## src/rtl/mul_pkg.sv

```systemverilog
// rtl/mul_pkg.sv - shared rounding-mode encodings and pipeline depth for mul_frac_pipe
package mul_pkg;

    // Rounding-mode encodings carried with each operand beat; 2'b11 behaves as truncate.
    typedef enum logic [1:0] {
        MODE_TRUNC     = 2'b00,
        MODE_RHU       = 2'b01,
        MODE_RNE       = 2'b10,
        MODE_TRUNC_ALT = 2'b11
    } round_mode_e;

    // Number of register stages between operand acceptance and result.
    localparam int STAGES = 3;

endpackage

```

## src/rtl/frac_round.sv

```systemverilog
// rtl/frac_round.sv - combinational Q0.2W to Q0.W rounding (truncate / half-up / half-even)
//
// Ports:
//   p     in  2W  exact product
//   mode  in  2   rounding mode (mul_pkg::round_mode_e encoding)
//   r     out W   rounded upper half; never overflows since (2^W-1)^2 + 2^(W-1) < 2^2W
module frac_round
    import mul_pkg::*;
#(
    parameter int W = 8
) (
    input  logic [2*W-1:0] p,
    input  logic [1:0]     mode,
    output logic [W-1:0]   r
);

    localparam logic [W-1:0] HALF = {1'b1, {(W-1){1'b0}}};

    logic [W-1:0] hi;
    logic [W-1:0] lo;
    logic         inc;

    always_comb begin
        hi  = p[2*W-1:W];
        lo  = p[W-1:0];
        inc = 1'b0;
        case (round_mode_e'(mode))
            // Half-up: discarded half >= 0.5 ulp bumps the result.
            MODE_RHU: inc = lo[W-1];
            // Half-even: exact ties only round up when the kept LSB is odd.
            MODE_RNE: inc = (lo > HALF) || ((lo == HALF) && hi[0]);
            default:  inc = 1'b0;
        endcase
        r = hi + W'(inc);
    end

endmodule

```

## src/rtl/mul_frac_pipe.sv

```systemverilog
// rtl/mul_frac_pipe.sv - 3-stage pipelined unsigned Q0.W fractional multiplier with selectable rounding
//
// Ports:
//   clk          in   1   clock, rising edge
//   rst_n        in   1   asynchronous active-low reset
//   in_valid_i   in   1   operand beat valid
//   in_ready_o   out  1   beat accepted this cycle when in_valid_i is high
//   a_i, b_i     in   W   Q0.W operands
//   mode_i       in   2   rounding mode, captured with the operands
//   out_valid_o  out  1   result valid
//   out_ready_i  in   1   downstream accepts result
//   p_o          out  W   rounded Q0.W product
//   p_full_o     out  2W  exact Q0.2W product
//   busy_o       out  1   any stage holds a valid beat
module mul_frac_pipe
    import mul_pkg::*;
#(
    parameter int W = 8
) (
    input  logic           clk,
    input  logic           rst_n,
    input  logic           in_valid_i,
    output logic           in_ready_o,
    input  logic [W-1:0]   a_i,
    input  logic [W-1:0]   b_i,
    input  logic [1:0]     mode_i,
    output logic           out_valid_o,
    input  logic           out_ready_i,
    output logic [W-1:0]   p_o,
    output logic [2*W-1:0] p_full_o,
    output logic           busy_o
);

    // Partial products are summed in pairs of B bits; odd W gets a zero partner.
    localparam int NG = (W + 1) / 2;

    logic            en;

    logic [2*NG-1:0] b_ext;
    logic [2*W-1:0]  pp     [2*NG];
    logic [2*W-1:0]  grp_d  [NG];

    logic            v1_q;
    logic [1:0]      mode1_q;
    logic [2*W-1:0]  grp_q  [NG];

    logic            v2_q;
    logic [1:0]      mode2_q;
    logic [2*W-1:0]  sum_d;
    logic [2*W-1:0]  sum_q;

    logic [W-1:0]    rounded;

    logic            v3_q;
    logic [W-1:0]    p_q;
    logic [2*W-1:0]  full_q;

    // Single global advance: the whole pipe moves unless the output is stuck.
    assign en          = !v3_q || out_ready_i;
    assign in_ready_o  = en;
    assign out_valid_o = v3_q;
    assign p_o         = p_q;
    assign p_full_o    = full_q;
    assign busy_o      = v1_q || v2_q || v3_q;

    always_comb begin
        b_ext = (2*NG)'(b_i);
        for (int i = 0; i < 2*NG; i++) begin
            pp[i] = b_ext[i] ? ((2*W)'(a_i) << i) : '0;
        end
        for (int g = 0; g < NG; g++) begin
            grp_d[g] = pp[2*g] + pp[2*g+1];
        end
    end

    always_comb begin
        sum_d = '0;
        for (int g = 0; g < NG; g++) begin
            sum_d = sum_d + grp_q[g];
        end
    end

    frac_round #(.W(W)) u_round (
        .p    (sum_q),
        .mode (mode2_q),
        .r    (rounded)
    );

    always_ff @(posedge clk or negedge rst_n) begin
        if (!rst_n) begin
            v1_q    <= 1'b0;
            mode1_q <= '0;
            for (int g = 0; g < NG; g++) begin
                grp_q[g] <= '0;
            end
            v2_q    <= 1'b0;
            mode2_q <= '0;
            sum_q   <= '0;
            v3_q    <= 1'b0;
            p_q     <= '0;
            full_q  <= '0;
        end else if (en) begin
            // Stage valids shift with their data, so bubbles stay in place during a stall.
            v1_q    <= in_valid_i;
            mode1_q <= mode_i;
            for (int g = 0; g < NG; g++) begin
                grp_q[g] <= grp_d[g];
            end
            v2_q    <= v1_q;
            mode2_q <= mode1_q;
            sum_q   <= sum_d;
            v3_q    <= v2_q;
            p_q     <= rounded;
            full_q  <= sum_q;
        end
    end

endmodule
```

## config.mk

```make
export PLATFORM = sky130hd
export DESIGN_NAME = mul_frac_pipe
export DESIGN_NICKNAME = d
export VERILOG_FILES = /design/src/rtl/mul_pkg.sv /design/src/rtl/frac_round.sv /design/src/rtl/mul_frac_pipe.sv
export SDC_FILE = /design/constraint.sdc
export NUM_CORES = 1
export LEC_CHECK = 0
export BUFFER_PORTS_ARGS = -buffer_cell sky130_fd_sc_hd__clkbuf_2
export CORE_MARGIN = 2
export CORE_UTILIZATION = 45
export CTS_CLUSTER_DIAMETER = 80
export DETAILED_ROUTE_END_ITERATION = 8
export PLACE_DENSITY_LB_ADDON = 0.1
export SYNTH_ARGS = -nofsm -noshare
export SYNTH_HDL_FRONTEND = slang
export SYNTH_SLANG_ARGS = --single-unit
```

## constraint.sdc

```tcl
create_clock -name clk -period 7.45 [get_ports clk]
set_input_delay 0.3725 -clock clk [delete_from_list [all_inputs] [get_ports clk]]
set_output_delay 0.3725 -clock clk [all_outputs]
set_load 0.01 [all_outputs]
```

==> results.json <==
{
  "status": "finished clean",
  "maxCapViolCount": 0,
  "ys_seq_elements": 87,
  "worstPathArrival_ps": 3190,
  "hold_path_class": "input pin to flop",
  "wl_per_cell_um": 14.0,
  "drv_slew": 0,
  "cts-htree-levels": 3,
  "async_flop_share": 1.00,
  "ys_types": 41,
  "syn_avg_cell_area_um2": 8.72,
  "power.density_nw_per_um2": 376,
  "synth_cells": 669,
  "grt_first_pass_wirelength_um": 21400,
  "hold_viol": 0,
  "cp_slowest_cell": "fa_1",
  "p_leak_uw": 0.00331,
  "crit_family": "adder cells",
  "syn_nets": 763,
  "start_util": 0.462,
  "cts.reportedPaths.clkPinSlew_ps": 60,
  "drt_iter0_markers": 250,
  "tns_ps": 0,
  "cp_max_fo": 4,
  "crit_type": "flop to flop",
  "dieArea_um2": 13900,
  "clock.fmax_mhz": 332,
  "drc": 0,
  "globalRouteOverflowTotal": 0,
  "via_per_inst": 5.14,
  "yosysMostFrequentCell": "nand2_1",
  "routed_wl_um": 12400,
  "drive_gt1_frac": 0.106,
  "dp_worst_setup_slack_ps": 4470,
  "worst_ir_drop_vdd_v": 0.000210,
  "syn2layout_area_growth_pct": 11.8,
  "cts_made_buffers": 9,
  "cts_setup_buffers": 0,
  "hold_buffers": 0,
  "nets": 805,
  "synth_warnings": 0,
  "worstMarginPinSlew_ps": 1090,
  "antenna_found_initial": 0,
  "yosys.area.top_type_share": 0.373,
  "cts_resized": 0,
  "yosysSeqAreaShare": 0.373,
  "io_buffers": 48,
  "drt_pass1_iterations": 4,
  "netlist_top_cells_count": "138 x nand2_1, 87 x dfrtp_1, 56 x ha_1",
  "end_kind": "flop",
  "dieHeight_um": 118,
  "clock_latency_ps": 330,
  "post-route-period-util": 0.405,
  "synth_enable_flop_cells": 0,
  "finalSetupViolations": 0,
  "grt_use_total": 0.187,
  "ant_nets": 0,
  "yosysTopAreaCell": "dfrtp_1",
  "grt_setup_unrepaired": "false",
  "crit_buf_inv": 2,
  "postLayoutSetupSlackWorst_ps": 4430,
  "min_period_ps": 3020,
  "grt_pass1_vias": 4469,
  "slowest_delay_ps": 540,
  "startpoint_type": "flop",
  "boundaryPins": 49,
  "die_w_um": 118,
  "gp_congestion": 0.838,
  "dpl.hpwl_um": 9130,
  "cts_tree": "yes",
  "worstPathCellList": "fa_1, inv_1, fa_1, inv_1, ha_1, o211ai_1, o211ai_2, a41oi_1, xor2_1, a21oi_1",
  "clock_path_buffers": 2,
  "fp-row-count": 41,
  "grt_start_max_net_pins": 88,
  "vias": 4566,
  "antenna_cells": 0,
  "hold_ws_ps": 236,
  "synthTopCellsByArea": "dfrtp_1 37%, ha_1 12%, nand2_1 8.9%",
  "required_ps": 7630,
  "coreArea_um2": 12600,
  "synth_area_um2": 5830,
  "synthFlopType": "dfrtp_1",
  "worst_clock_skew_ps": 6.84,
  "root_buffer": "clkbuf_16",
  "cts.sinks": 87,
  "slew-limit-headroom": 0.273
}
-- placed cells by master, fill, tap and decap left out, types with 3 or more instances in the layout --
cell type and instances:
o21a_1 6, o22ai_1 4, o31ai_1 3, o31a_1 7
fa_1 16, or2_2 4, buf_4 4, nor2b_4 3
nand2_1 138, clkbuf_2 47, a211oi_1 9, nor2_1 39
o211ai_1 6, and3_1 3, o21ai_0 40, nor4_1 5
nand3_1 12, a21oi_1 48, clkinv_2 3, clkbuf_16 9
and2_1 48, xor2_1 15, nand2b_1 5, ha_1 56
dfrtp_1 87, inv_1 50, xnor2_1 14, a21o_1 13
-- where the power goes --
part,internal (uW),switching (uW)
combinational,508,737
sequential,652,116
clock,267,175
total,1430,1030
-- registers in the layout, indices dropped and copies added, names as in the netlist --
name	cells
mode1_q	2
p_full_o	16
p_o	8
out_valid_o	1
v1_q	1
sum_q	16
v2_q	1
mode2_q	2
grp_q	40
-- per-layer routing --
layer | global-route usage | part of all wire
met1 | 0.262 | 0.50
met2 | 0.305 | 0.46
met3 | 0.0194 | 0.028
met4 | 0.0602 | 0.012
met5 | 0 | 0
-- kinds of logic after synthesis --
logic type / after synthesis / share of synthesized area
compound gates: 145 / 0.151
flops: 87 / 0.373
simple gates: 265 / 0.209
xor+xnor: 29 / 0.0436
buf+inv: 71 / 0.0481
fa+ha+maj: 72 / 0.175
-- tightest hold or removal path, delay by kind of cell --
family	cells	cell delay [ps]
buf+inv	1	70
simple gates	2	90
-- stage by stage --
stage	power, uW	instances	util	area [um^2]
3_5_place_dp	2020	872	0.494	6230
3_3_place_gp	1990	872	0.494	6230
5_1_grt	2700	888	0.517	6520
6_report	2450	888	0.517	6520
2_1_floorplan	1700	669	-	5830
4_1_cts	2480	888	0.517	6520
-- cell type report --
type                    count  area, um^2
inverters                  51         191
multi-input cells         511        3380
flip-flops and latches     87        2180
repair buffers             51         265
well taps                 172         215
clock inverters             4        45.0
clock buffers              12         246
fillers                  1257        6100
-- worst paths after layout --
path                                           endpoint  slack, ps  cells after the start               startpoint
worst max register to register    sum_q[13]$_DFFE_PN0P_       4430                     10     grp_q[6]$_DFFE_PN0P_
min in group asynchronous            p_o[6]$_DFFE_PN0P_        250                      1                    rst_n
worst min-delay path             mode1_q[1]$_DFFE_PN0P_        240                      3                mode_i[1]
worst max-delay path              sum_q[13]$_DFFE_PN0P_       4430                     10     grp_q[6]$_DFFE_PN0P_
max in group asynchronous         grp_q[49]$_DFFE_PN0P_       6520                      1                    rst_n
worst min register to register  p_full_o[8]$_DFFE_PN0P_        460                      2  p_full_o[8]$_DFFE_PN0P_
Power figures use the tool's default switching activity.
